## src/rtl/alu_stack_seq.sv

```systemverilog
// -----------------------------------------------------------------------------
// alu_stack_seq
// Accumulator ALU for the 4-bit-opcode CPU datapath. It adds a configurable
// datapath width, a LIFO hardware stack for PUSH/POP, carry/overflow flags and
// an optional iterative shift-add multiplier.
//
// Ports:
//   alu_clk    clock, all state updates on the rising edge
//   rst        asynchronous active-high reset
//   start      operation request, sampled only while busy=0
//   opcode     4-bit operation code
//   data       operand from ROM/RAM
//   accum      operand from the accumulator
//   alu_out    registered result
//   zero       combinational, 1 when accum==0
//   carry      registered carry / borrow / shifted-out bit
//   ovf        registered signed or multiply overflow
//   busy       multi-cycle multiply in progress
//   done       one-cycle completion pulse
//   stk_full   stack holds STACK_DEPTH entries
//   stk_empty  stack holds no entries
//   stk_err    one-cycle pulse (with done) on push-to-full or pop-from-empty
//   sp         current stack occupancy
// -----------------------------------------------------------------------------
module alu_stack_seq #(
    parameter int WIDTH       = 16,
    parameter int STACK_DEPTH = 8,
    parameter int MUL_SEQ     = 1
) (
    input  logic                           alu_clk,
    input  logic                           rst,
    input  logic                           start,
    input  logic [3:0]                     opcode,
    input  logic [WIDTH-1:0]               data,
    input  logic [WIDTH-1:0]               accum,
    output logic [WIDTH-1:0]               alu_out,
    output logic                           zero,
    output logic                           carry,
    output logic                           ovf,
    output logic                           busy,
    output logic                           done,
    output logic                           stk_full,
    output logic                           stk_empty,
    output logic                           stk_err,
    output logic [$clog2(STACK_DEPTH):0]   sp
);

    localparam int SP_W  = $clog2(STACK_DEPTH) + 1;
    localparam int AW    = $clog2(STACK_DEPTH);
    localparam int CNT_W = $clog2(WIDTH) + 1;

    localparam logic [3:0] OP_ADD  = 4'h2;
    localparam logic [3:0] OP_SUB  = 4'h3;
    localparam logic [3:0] OP_MUL  = 4'h4;
    localparam logic [3:0] OP_OR   = 4'h5;
    localparam logic [3:0] OP_AND  = 4'h6;
    localparam logic [3:0] OP_XOR  = 4'h7;
    localparam logic [3:0] OP_NOT  = 4'h8;
    localparam logic [3:0] OP_LDA  = 4'hA;
    localparam logic [3:0] OP_RL   = 4'hB;
    localparam logic [3:0] OP_RR   = 4'hC;
    localparam logic [3:0] OP_POP  = 4'hE;
    localparam logic [3:0] OP_PUSH = 4'hF;

    typedef enum logic {ST_IDLE, ST_MUL} state_t;

    state_t                 state_reg;
    logic [WIDTH-1:0]       alu_out_reg;
    logic                   carry_reg;
    logic                   ovf_reg;
    logic                   done_reg;
    logic                   stk_err_reg;
    logic [SP_W-1:0]        sp_reg;
    logic [WIDTH-1:0]       mcand_reg;
    logic [2*WIDTH-1:0]     prod_reg;
    logic [CNT_W-1:0]       cnt_reg;

    logic [WIDTH-1:0]       stack_mem [STACK_DEPTH];

    logic                   accept;
    logic [SP_W-1:0]        sp_dec;
    logic [WIDTH:0]         add_ext;
    logic [WIDTH:0]         sub_ext;
    logic [WIDTH:0]         mul_sum;
    logic [2*WIDTH-1:0]     prod_step;
    logic [2*WIDTH-1:0]     prod_comb;

    logic [WIDTH-1:0]       res_next;
    logic                   carry_next;
    logic                   ovf_next;
    logic [SP_W-1:0]        sp_next;
    logic                   err_next;
    logic                   push_we;
    logic                   start_mul;

    assign accept    = start && (state_reg == ST_IDLE);
    assign stk_full  = (sp_reg == SP_W'(STACK_DEPTH));
    assign stk_empty = (sp_reg == '0);
    assign sp_dec    = sp_reg - SP_W'(1);

    assign add_ext = {1'b0, accum} + {1'b0, data};
    assign sub_ext = {1'b0, accum} - {1'b0, data};

    // Right-shifting partial product: the multiplier sits in the low half and
    // is consumed LSB first while the running sum grows into the high half.
    assign mul_sum   = {1'b0, prod_reg[2*WIDTH-1:WIDTH]}
                     + (prod_reg[0] ? {1'b0, mcand_reg} : '0);
    assign prod_step = {mul_sum, prod_reg[WIDTH-1:1]};

    generate
        if (MUL_SEQ == 0) begin : g_mul_comb
            assign prod_comb = {{WIDTH{1'b0}}, accum} * {{WIDTH{1'b0}}, data};
        end else begin : g_mul_iter
            assign prod_comb = '0;
        end
    endgenerate

    // Result and flag selection for every single-cycle operation.
    always_comb begin
        res_next   = accum;
        carry_next = carry_reg;
        ovf_next   = ovf_reg;
        sp_next    = sp_reg;
        err_next   = 1'b0;
        push_we    = 1'b0;
        start_mul  = 1'b0;
        case (opcode)
            OP_ADD: begin
                res_next   = add_ext[WIDTH-1:0];
                carry_next = add_ext[WIDTH];
                ovf_next   = (accum[WIDTH-1] == data[WIDTH-1]) &&
                             (add_ext[WIDTH-1] != accum[WIDTH-1]);
            end
            OP_SUB: begin
                res_next   = sub_ext[WIDTH-1:0];
                carry_next = sub_ext[WIDTH];
                ovf_next   = (accum[WIDTH-1] != data[WIDTH-1]) &&
                             (sub_ext[WIDTH-1] != accum[WIDTH-1]);
            end
            OP_MUL: begin
                if (MUL_SEQ != 0) begin
                    start_mul = 1'b1;
                end else begin
                    res_next   = prod_comb[WIDTH-1:0];
                    carry_next = 1'b0;
                    ovf_next   = |prod_comb[2*WIDTH-1:WIDTH];
                end
            end
            OP_OR:  res_next = accum | data;
            OP_AND: res_next = accum & data;
            OP_XOR: res_next = accum ^ data;
            OP_NOT: res_next = ~data;
            OP_LDA: res_next = data;
            OP_RL: begin
                res_next   = {data[WIDTH-2:0], 1'b0};
                carry_next = data[WIDTH-1];
                ovf_next   = 1'b0;
            end
            OP_RR: begin
                res_next   = {1'b0, data[WIDTH-1:1]};
                carry_next = data[0];
                ovf_next   = 1'b0;
            end
            OP_POP: begin
                if (stk_empty) begin
                    res_next = '0;
                    err_next = 1'b1;
                end else begin
                    res_next = stack_mem[sp_dec[AW-1:0]];
                    sp_next  = sp_dec;
                end
            end
            OP_PUSH: begin
                res_next = alu_out_reg;
                if (stk_full) begin
                    err_next = 1'b1;
                end else begin
                    push_we = 1'b1;
                    sp_next = sp_reg + SP_W'(1);
                end
            end
            default: res_next = accum;   // HLT, SKZ, STO, JMP pass accum
        endcase
    end

    // Stack storage has no reset; occupancy lives in sp_reg.
    always_ff @(posedge alu_clk) begin
        if (accept && push_we) begin
            stack_mem[sp_reg[AW-1:0]] <= accum;
        end
    end

    always_ff @(posedge alu_clk or posedge rst) begin
        if (rst) begin
            state_reg   <= ST_IDLE;
            alu_out_reg <= '0;
            carry_reg   <= 1'b0;
            ovf_reg     <= 1'b0;
            done_reg    <= 1'b0;
            stk_err_reg <= 1'b0;
            sp_reg      <= '0;
            mcand_reg   <= '0;
            prod_reg    <= '0;
            cnt_reg     <= '0;
        end else begin
            done_reg    <= 1'b0;
            stk_err_reg <= 1'b0;
            case (state_reg)
                ST_IDLE: begin
                    if (accept) begin
                        if (start_mul) begin
                            state_reg <= ST_MUL;
                            mcand_reg <= accum;
                            prod_reg  <= {{WIDTH{1'b0}}, data};
                            cnt_reg   <= '0;
                        end else begin
                            alu_out_reg <= res_next;
                            carry_reg   <= carry_next;
                            ovf_reg     <= ovf_next;
                            sp_reg      <= sp_next;
                            stk_err_reg <= err_next;
                            done_reg    <= 1'b1;
                        end
                    end
                end
                ST_MUL: begin
                    prod_reg <= prod_step;
                    cnt_reg  <= cnt_reg + CNT_W'(1);
                    // The last iteration's result goes straight to the output.
                    if (cnt_reg == CNT_W'(WIDTH - 1)) begin
                        state_reg   <= ST_IDLE;
                        alu_out_reg <= prod_step[WIDTH-1:0];
                        ovf_reg     <= |prod_step[2*WIDTH-1:WIDTH];
                        carry_reg   <= 1'b0;
                        done_reg    <= 1'b1;
                    end
                end
                default: state_reg <= ST_IDLE;
            endcase
        end
    end

    assign alu_out = alu_out_reg;
    assign carry   = carry_reg;
    assign ovf     = ovf_reg;
    assign done    = done_reg;
    assign stk_err = stk_err_reg;
    assign sp      = sp_reg;
    assign busy    = (state_reg == ST_MUL);
    assign zero    = (accum == '0);

endmodule

```

## config.mk

```make
export PLATFORM = sky130hd
export DESIGN_NAME = alu_stack_seq
export DESIGN_NICKNAME = d
export VERILOG_FILES = /design/src/rtl/alu_stack_seq.sv
export SDC_FILE = /design/constraint.sdc
export NUM_CORES = 1
export LEC_CHECK = 0
export BUFFER_PORTS_ARGS = -buffer_cell sky130_fd_sc_hd__buf_2
export CORE_AREA = 10 10 149 151
export DETAILED_ROUTE_END_ITERATION = 10
export DIE_AREA = 0 0 159 161
export HOLD_SLACK_MARGIN = 0.06
export PLACE_DENSITY = 0.82
export SLEW_MARGIN = 30
export SYNTH_ARGS = -nofsm -noshare
export SYNTH_HDL_FRONTEND = slang
export SYNTH_SLANG_ARGS = --single-unit
```

## constraint.sdc

```tcl
create_clock -name alu_clk -period 6.1 [get_ports alu_clk]
set_clock_uncertainty 0.1 [all_clocks]
set_input_delay 0.915 -clock alu_clk [delete_from_list [all_inputs] [get_ports alu_clk]]
set_output_delay 0.915 -clock alu_clk [all_outputs]
set_load 0.03 [all_outputs]
```

; ---- Yosys cells after proc, flatten, opt, wreduce, memory -nomap -nowiden
; Memory sizes are Yosys's and may differ from the RTL's.
; Cells that the tools add are included.
[classes]
add_sub_neg = 6
eq_ne = 27
muxes = 45
n_bitwise = 6
reduce_logical = 15
[ops]
columns = cell, count
row1 = 16-bit case mux with 11 select lines, 1
row2 = 16-bit 2-to-1 mux, 5
row3 = 32-bit 2-to-1 mux, 2
row4 = 32-bit case mux with 2 select lines, 1
row5 = 16-bit by 16-bit adder with 17-bit output, 2
row6 = 16-bit case mux with 2 select lines, 1
row7 = 4-bit == test (second input constant), 7
row8 = 1-bit 2-to-1 mux, 22
row9 = 16-bit by 16-bit subtractor with 17-bit output, 1
row10 = 16-bit AND, 1
row11 = 4-bit by 3-bit == test with 1-bit output (second input constant), 4
row12 = 16-bit logical NOT, 1
row13 = 16-bit NOT, 1
row14 = 16-bit OR, 1
row15 = 16-bit OR reduction, 1
row16 = 16-bit bitwise XOR, 1
row17 = 2-bit inequality test (second input constant), 6
row18 = 4-bit AND reduction, 3
row19 = 5-bit 2-to-1 mux, 2
row20 = 1-bit case mux with 2 select lines, 5
row21 = 5-bit case mux with 2 select lines, 1
row22 = 4-bit by 2-bit == test with 1-bit output (second input constant), 2
row23 = 4-bit 2-to-1 mux, 2
row24 = 4-bit case mux with 2 select lines, 1
row25 = other kinds (19), 25
[totals]
reg_bits = 78
mem_bits_rw = 128
input_bits = 39
out_inout_bits = 28
word_cells = 110
memories = 1
[mem_list]
columns = name, words, word_bits, read_ports, rd_ports_with_merged_regs, write_ports, line
row1 = stack_mem, 8, 16, 1, 0, 1, 78  ; logic [WIDTH-1:0] stack_mem [STACK_DEPTH];

; ---- Longest topological paths before layout
; Gate-level depths: netlist (run 1).
[depth]
ltp_word = 7
ltp_mapped = 14
mapped_depth_nobuf = 12

; ---- Least setup slack after synthesis (run 1)
; Ideal clock, no wire load.
[synth_timing]
kind = reg2reg
startpoint = register sp_reg[0], in the netlist sp[0]
endpoint = memory stack_mem[1][0] (enable)
setup_ns = 0.409
arrival_time_ns = 3.258
required_time_ns = 5.591
path_slack_ns = 2.333
stages_incl_launch_ff = 9
path_buffers = 2
synth_period_minus_slack_ns = 3.767
cell_sequence = dfrtp_1 -> buf_2 -> buf_1 -> inv_1 -> ha_1 -> nor2b_1 -> nand2_1 -> nand4_1 -> nor3_1
[synth_between]
elab_chain_cells = 6
[synth_rtl]
columns = item, line
row1 = from (decl), 73  ; logic [SP_W-1:0] sp_reg;
row2 = from (signal assigned), 220  ; sp_reg <= sp_next;
row3 = 4-bit == test, 97  ; assign stk_full = (sp_reg == SP_W'(STACK_DEPTH));
row4 = 1-bit 2-to-1 mux, 175  ; if (stk_full) begin
row5 = 1-bit 2-to-1 mux, 127  ; case (opcode)
row6 = 1-bit logical AND, 188  ; if (accept && push_we) begin
row7 = 1-bit 2-to-1 mux, 188
row8 = 1-bit 2-to-1 mux (not written as such), 189  ; stack_mem[sp_reg[AW-1:0]] <= accum;
row9 = to (decl), 78
; Several ways; a longest one is shown, not always the timed one.

; ---- Worst setup path after layout (run 1)
[layout_timing]
startpoint = register prod_reg[0]
endpoint = register ovf_reg, in the netlist ovf
[layout_between]
elab_chain_cells = 5
[layout_rtl]
columns = item, line
row1 = from (decl), 75  ; logic [2*WIDTH-1:0] prod_reg;
row2 = from (signal assigned), 214  ; prod_reg <= {{WIDTH{1'b0}}, data};
row3 = from (signal assigned), 227  ; prod_reg <= prod_step;
row4 = 16-bit 2-to-1 mux, 107  ; + (prod_reg[0] ? {1'b0, mcand_reg} : '0);
row5 = 16-bit by 16-bit adder with 17-bit output, 107
row6 = 16-bit OR reduction, 233  ; ovf_reg <= |prod_step[2*WIDTH-1:WIDTH];
row7 = 1-bit 2-to-1 mux, 230  ; if (cnt_reg == CNT_W'(WIDTH - 1)) begin
row8 = 1-bit case mux with 2 select lines, 208  ; case (state_reg)
row9 = to (signal assigned), 219  ; ovf_reg <= ovf_next;
row10 = to (signal assigned), 233
row11 = to (decl), 70  ; logic ovf_reg;
; Every way passes these cells. The select of a mux whose other input is x is not followed.
; A chain may end at the register's enable or synchronous reset.

==> results of run 1 <==
cell usage in the layout, fill, tap and decap left out, types with 12 or more instances in the layout:
cell / n
nor3_1: 21
dfrtp_1: 76
nor2_1: 73
a21oi_1: 97
and2_1: 19
mux4_2: 32
inv_1: 55
edfxtp_1: 128
a22oi_1: 23
buf_2: 66
o221ai_1: 13
o22ai_1: 13
a21o_1: 14
ha_1: 76
clkbuf_16: 22
nand3_1: 19
buf_4: 26
xor2_1: 13
nor2b_1: 12
nand2_1: 121
o21ai_0: 99
metrics by stage:
stage | power, mW | worst slack (ns) | hold WS [ns] | std cells | utilization, %
global placement | 3.88 | 2.16 | 0.354 | 1457 | 67.1
detailed placement | 3.93 | 2.09 | 0.365 | 1457 | 67.1
finish | 5.37 | 2.25 | 0.204 | 1497 | 71.2
CTS | 5.36 | 2.28 | 0.206 | 1497 | 71.1
floorplan | 3.32 | 2.33 | 0.342 | 1171 | -
global route | 5.67 | 2.11 | 0.225 | 1497 | 71.2
worst max-delay path: stages (launching register included):
cell and delay [ns]:
dfrtp_1 0.64, and2_1 0.32, ha_1 0.25, fa_1 0.45, a211o_1 0.34, a211oi_2 0.22, o21ai_1 0.13, a311o_1 0.44
a211oi_2 0.26, xor2_1 0.16, a31oi_1 0.10, nor3_2 0.22, a21boi_1 0.09
cells by family (layout without fill, tap and decap cells):
group | Yosys count | after routing
xor gates and xnor gates | 23 | 23
and+or+nand+nor | 317 | 317
adders and majority gates | 79 | 79
DFF | 206 | 206
AOI/OAI and AO/OA | 364 | 364
buffers and inverters | 128 | 189
muxes | 54 | 54
power by group:
group          internal [mW]  total [mW]  switching (mW)
clock network          0.861        1.42           0.563
registers               1.69        1.86           0.169
logic                  0.791        2.09            1.30
layer usage:
| layer | wire length (um) | track usage [%] | vias up | share of wire, % |
|---|---|---|---|---|
| met1 | 15000 | 39.0 | 4888 | 40 |
| met3 | 3810 | 5.92 | 113 | 10 |
| met4 | 1460 | 10.3 | 2 | 3.9 |
| met5 | 17 | 0 | - | 0.046 |
| li1 | - | - | 4478 | - |
| met2 | 17000 | 44.4 | 606 | 46 |
how the worst max path moves through the flow:
stage / start / end / slack, ns / cells past startpoint
6_report: prod_reg[0] / ovf / 2.25 / 12
4_1_cts: prod_reg[0] / ovf / 2.28 / 12
2_1_floorplan: sp[0] / stack_mem[1][0] / 2.33 / 8
3_3_place_gp: accum[0] / alu_out[14] / 2.16 / 13
3_5_place_dp: accum[0] / alu_out[14] / 2.09 / 13
5_1_grt: prod_reg[0] / ovf / 2.11 / 11
cell type report:
class	instances	area share [%]
sequential	206	42.4
clock inverter	15	1.48
clock buffer	25	4.26
inverter	57	1.57
tap	265	2.42
timing repair buffer	92	3.84
multi-input combinational	837	44.0
==> results.yml, run 1 <==
yosys:
  synth_fa_ha_area_share_pct: 8.23
  ys_warn_count: 0
  synth-simple-area-share_pct: 11.9
  avgSynthCellArea_um2: 10.5
  synth.area.top_cells: "edfxtp_1 (31%), dfrtp_1 (16%), ha_1 (7.7%)"
  synthDistinctLibCells: 72
  synth_top_family_by_area: "compound AO/OA/AOI/OAI gates"
  ys_seq_elements: 206
  synth_compound_area_share_pct: 19.2
  ys.flop_type: "edfxtp_1"
  synthXorXnorAreaFrac_pct: 1.64
  synth_edf_count: 128
  synth_top_cell_by_area: "edfxtp_1"
  syn-num-nets: 1289
  synth_mux_area_share_pct: 7.77
  seq_area_frac_synth_pct: 47.2
  yosysMostFrequentCell: "edfxtp_1"
  syn_inst: 1171
  netlist.area_leader.share_pct: 31.3
  synth-async-reset-ratio_pct: 37.9
  netlist_top_cells_count: "edfxtp_1 (128), nand2_1 (121), o21ai_0 (99)"
  netlist_area_um2: 12300
die:
  die_y_um: 161
  rows: 51
  fp.dieW_um: 159
  coreArea_um2: 19200
  dieArea_um2: 25600
  start_util_pct: 64.0
  pin_count: 67
cells_and_area:
  drive_gt1_share_pct: 15.7
  nFillCells: 1414
  largest_reg_flops: 128
  syn2layout_area_growth_pct: 11.3
  multi_input_area_um2: 6020
  final_cell_area_um2: 13700
  antennaDiodeCount: 0
  layout.nets: 1334
  seq_area_um2: 5800
status:
  status: "finished clean"
place:
  gp_congestion: 0.976
  portBuffers: 66
  hpwl_mm: 25.0
  dpl_cell_area_um2: 12900
clock_tree:
  postCtsSetupBuffers: 0
  cts_sinks: 206
  clock_tree.root_cell: "clkbuf_16"
  ctsHoldBuffers: 0
  cts-resized-gates: 0
  cts_tree: "done"
  numCtsBuffers: 22
  clk_latency_ns: 0.52
  cts_max_level: 1
  clk_path_buf_depth: 3
  clk_pin_slew_worst_paths_ns: 0.07
drt:
  first_pass_iters: 8
  viasPerCell: 6.74
  drc: 0
  drt-total-wl_mm: 37.3
  drt_iter0_markers: 1452
  vias: 10100
  antenna_left: 0
  wl_per_cell_um: 24.9
critical_path:
  criticalPathCategory: "flop to flop"
  cp.required_ns: 6.40
  cp-start-kind: "flop"
  worst_setup_path_end_kind: "flop"
  cp_max_fo: 17
  rr_worst_depth: 12
  r2r-end: "ovf"
  reg2reg_setup_slack_ns: 2.25
  reg2reg_from: "prod_reg[0]"
  timing.critical_path.arrival_ns: 4.15
flow_run:
  maxCapViolCount: 0
sta:
  grt_setup_unrepaired: "no"
  fmax_mhz: 260
  tightest_slew_ns: 0.947
  period_minus_slack_ns: 3.85
  slew_headroom_pct: 36.7
  setup_violations: 0
  setup_tns_ns: 0
  finalCritPeriodShare_pct: 63.1
  hold_viol: 0
  drv_slew: 0
global_routing:
  grt_usage_pct: 28.5
  grt_pass1_vias: 9828
  grt_max_degree: 72
  grt_pass1_wl_mm: 58.2
  antenna_found_initial: 3
  overflow: 0
pwr:
  leakage_nw: 5.55
  power-per-cell-area_nw_per_um2: 393
  ir_worst_vdd_v: 0.000309
min_path:
  hold_path.class: "primary input to async pin"
(Power assumes the default switching activity.)
==> run 2, diff against run 1 <==
--- a/config.mk
+++ b/config.mk
@@ -5,12 +5,13 @@
 export SDC_FILE = /design/constraint.sdc
 export NUM_CORES = 1
 export LEC_CHECK = 0
+export ABC_AREA = 1
 export BUFFER_PORTS_ARGS = -buffer_cell sky130_fd_sc_hd__buf_2
-export CORE_AREA = 10 10 149 151
+export CORE_AREA = 10 10 164 166
 export DETAILED_ROUTE_END_ITERATION = 10
-export DIE_AREA = 0 0 159 161
+export DIE_AREA = 0 0 174 176
 export HOLD_SLACK_MARGIN = 0.06
-export PLACE_DENSITY = 0.82
+export PLACE_DENSITY = 0.75
 export SLEW_MARGIN = 30
 export SYNTH_ARGS = -nofsm -noshare
 export SYNTH_HDL_FRONTEND = slang
==> constraint.sdc (replaced) <==
create_clock -name alu_clk -period 3.4 [get_ports alu_clk]
set_clock_uncertainty 0.1 [all_clocks]
set_input_delay 0.51 -clock alu_clk [delete_from_list [all_inputs] [get_ports alu_clk]]
set_output_delay 0.51 -clock alu_clk [all_outputs]
set_load 0.03 [all_outputs]
==> run 2 against run 1 <==
Sequential share of layout area decreased by 2.7 points. First-iteration DRC count decreased by 12%. Worst hold slack improved by 0.0059 ns. Via count increased by 18%. Non-clock buffer count increased by 5. Combinational power increased by 96%. Global-route usage decreased by 1.4 points. Flip-flop and latch count unchanged. Total power increased by 83%. Clock power increased by 73%. Critical path type unchanged. Largest cell class unchanged.
==> results.yml, run 2 <==
sta:
  drv_slew: 0
  setup_tns_ns: 0
  tightest_slew_ns: 0.900
  slew_headroom_pct: 39.8
  hold_viol: 0
  setup_violations: 0
  finalCritPeriodShare_pct: 85.3
  grt_setup_unrepaired: "no"
  period_minus_slack_ns: 2.90
  fmax_mhz: 345
  finalWorstSetupSlack_ns: 0.500
drt:
  drc: 0
  antenna_left: 0
  vias: 11900
  drt_iter0_markers: 1282
  drt-total-wl_mm: 42.4
  wl_per_cell_um: 20.2
  first_pass_iters: 6
  viasPerCell: 5.67
critical_path:
  cp-start-kind: "flop"
  worst_setup_path_end_kind: "flop"
  cp_max_fo: 17
  worst_path_dominant_cell_family: "simple AND/OR/NAND/NOR gates"
  crit_buf_inv: 1
  crit_path_top_delay_cell: "dfrtp_1"
  cp_slowest_stage_delay_ns: 0.70
  cp.required_ns: 3.71
  criticalPathCategory: "flop to flop"
  reg2reg_setup_slack_ns: 0.50
  crit_chain: "nand2_1 > inv_1 > ha_1 > fa_1 > or2_2 > nor2_1 > nand3_1 > nor2_1 > nand4_1 > nor2_1 > nand3_1 > nand2_1 > nand2_1"
  timing.critical_path.arrival_ns: 3.21
cells_and_area:
  syn2layout_area_growth_pct: 11.4
  stdcell_count: 2103
  final_cell_mix: "nand2_1 (419), nor2_1 (220), inv_1 (217), o21ai_0 (140), edfxtp_1 (128)"
  final_cell_area_um2: 14600
  layout_commonest_cell: "nand2_1"
  layout.nets: 1880
  drive_gt1_share_pct: 8.94
  largest_reg_flops: 128
  fin_util_pct: 61.3
yosys:
  netlist_top_cells_count: "nand2_1 (419), nor2_1 (220), inv_1 (218)"
  ys.flop_type: "edfxtp_1"
  synth-async-reset-ratio_pct: 37.9
  synth_top_family_by_area: "simple AND/OR/NAND/NOR gates"
  synthDistinctLibCells: 39
  syn_inst: 1702
  synth_edf_count: 128
  synth_compound_area_share_pct: 13.7
  synth.area.top_cells: "edfxtp_1 (29%), dfrtp_1 (15%), nand2_1 (12%)"
  synth_fa_ha_area_share_pct: 7.72
  ys_warn_count: 0
  synth_top_cell_by_area: "edfxtp_1"
  ys_seq_elements: 206
  synth-simple-area-share_pct: 25.3
  avgSynthCellArea_um2: 7.70
  synth_mux_area_share_pct: 0
  seq_area_frac_synth_pct: 44.2
  synthXorXnorAreaFrac_pct: 0.267
  netlist_area_um2: 13100
  yosysMostFrequentCell: "nand2_1"
  netlist.area_leader.share_pct: 29.3
  syn-num-nets: 1820
pwr:
  leakage_nw: 6.91
  power-per-cell-area_nw_per_um2: 675
  ir_worst_vdd_v: 0.000597
clock_tree:
  cts_sinks: 206
  cts_tree: "done"
  clk_path_buf_depth: 3
  cts_max_level: 1
  clk_pin_slew_worst_paths_ns: 0.06
  cts-resized-gates: 0
  clk_latency_ns: 0.53
  numCtsBuffers: 24
  clock_tree.root_cell: "clkbuf_16"
place:
  dpl_cell_area_um2: 13800
  placed_cells: 2059
  place_worst_setup_slack_ns: 0.497
  gp_congestion: 0.999
  hpwl_mm: 30.5
  portBuffers: 66
global_routing:
  antenna_found_initial: 2
  overflow: 0
  grt_usage_pct: 27.1
  grt_max_degree: 69
  grt_pass1_vias: 11600
  grt_pass1_wl_mm: 65.4
die:
  die_y_um: 176
  start_util_pct: 55.0
  rows: 57
  pin_count: 67
  fp.dieW_um: 174
  dieArea_um2: 30600
  coreArea_um2: 23800
min_path:
  hold_path.class: "primary input to flop"
status:
  status: "finished clean"
flow_run:
  maxCapViolCount: 0
## run 2: power breakdown
group          switching (mW)  internal [mW]  leakage [nW]  total, mW
logic                    2.85           1.25          4.42       4.10
clock network            1.03           1.42         0.356       2.45
registers               0.283           3.01          2.13       3.29
## run 2: cells by family after synthesis
logic type	count (synthesis)
fa+ha+maj	79
simple gates	804
flops	206
buf+inv	294
xor+xnor	4
compound gates	315
## run 2: final timing paths
check | startpoint | end | depth (start not counted)
setup / recovery | prod_reg[0] | ovf | 13
hold / removal | accum[0] | stack_mem[7][0] | 1
setup reg to reg | prod_reg[0] | ovf | 13
hold reg to reg | carry | carry | 2
max in group asynchronous | rst | done | 4
min in group asynchronous | rst | cnt_reg[0] | 3
## run 2: layer usage
metal | global-route usage (%) | vias up | wire length, um
met1 | 35.5 | 5576 | 17900
met5 | 0 | - | 0
li1 | - | 5738 | -
met2 | 43.3 | 519 | 19200
met4 | 10.7 | 0 | 1620
met3 | 5.98 | 98 | 3700
## run 2: area by class of cell
cell class                 count  area, um^2
sequential                   206        5800
inverter                     231         868
tap                          324         405
fill                        2215        9230
clock inverter                10        87.6
clock buffer                  32         652
multi-input combinational   1202        6200
timing repair buffer          97         578
antenna                        1        2.50
## run 2: what timing repair did
action | CTS | global route
buffers inserted | 0 | 0
hold buffers | 1 | 0
hold endpoints to repair | 41 | 0
## run 2: through the flow
step,hold slack [ns],power (mW)
after CTS,0.206,9.85
after detailed placement,0.361,7.38
after global placement,0.358,7.30
final,0.210,9.85
after floorplan,0.353,6.16
after global routing,0.229,10.5
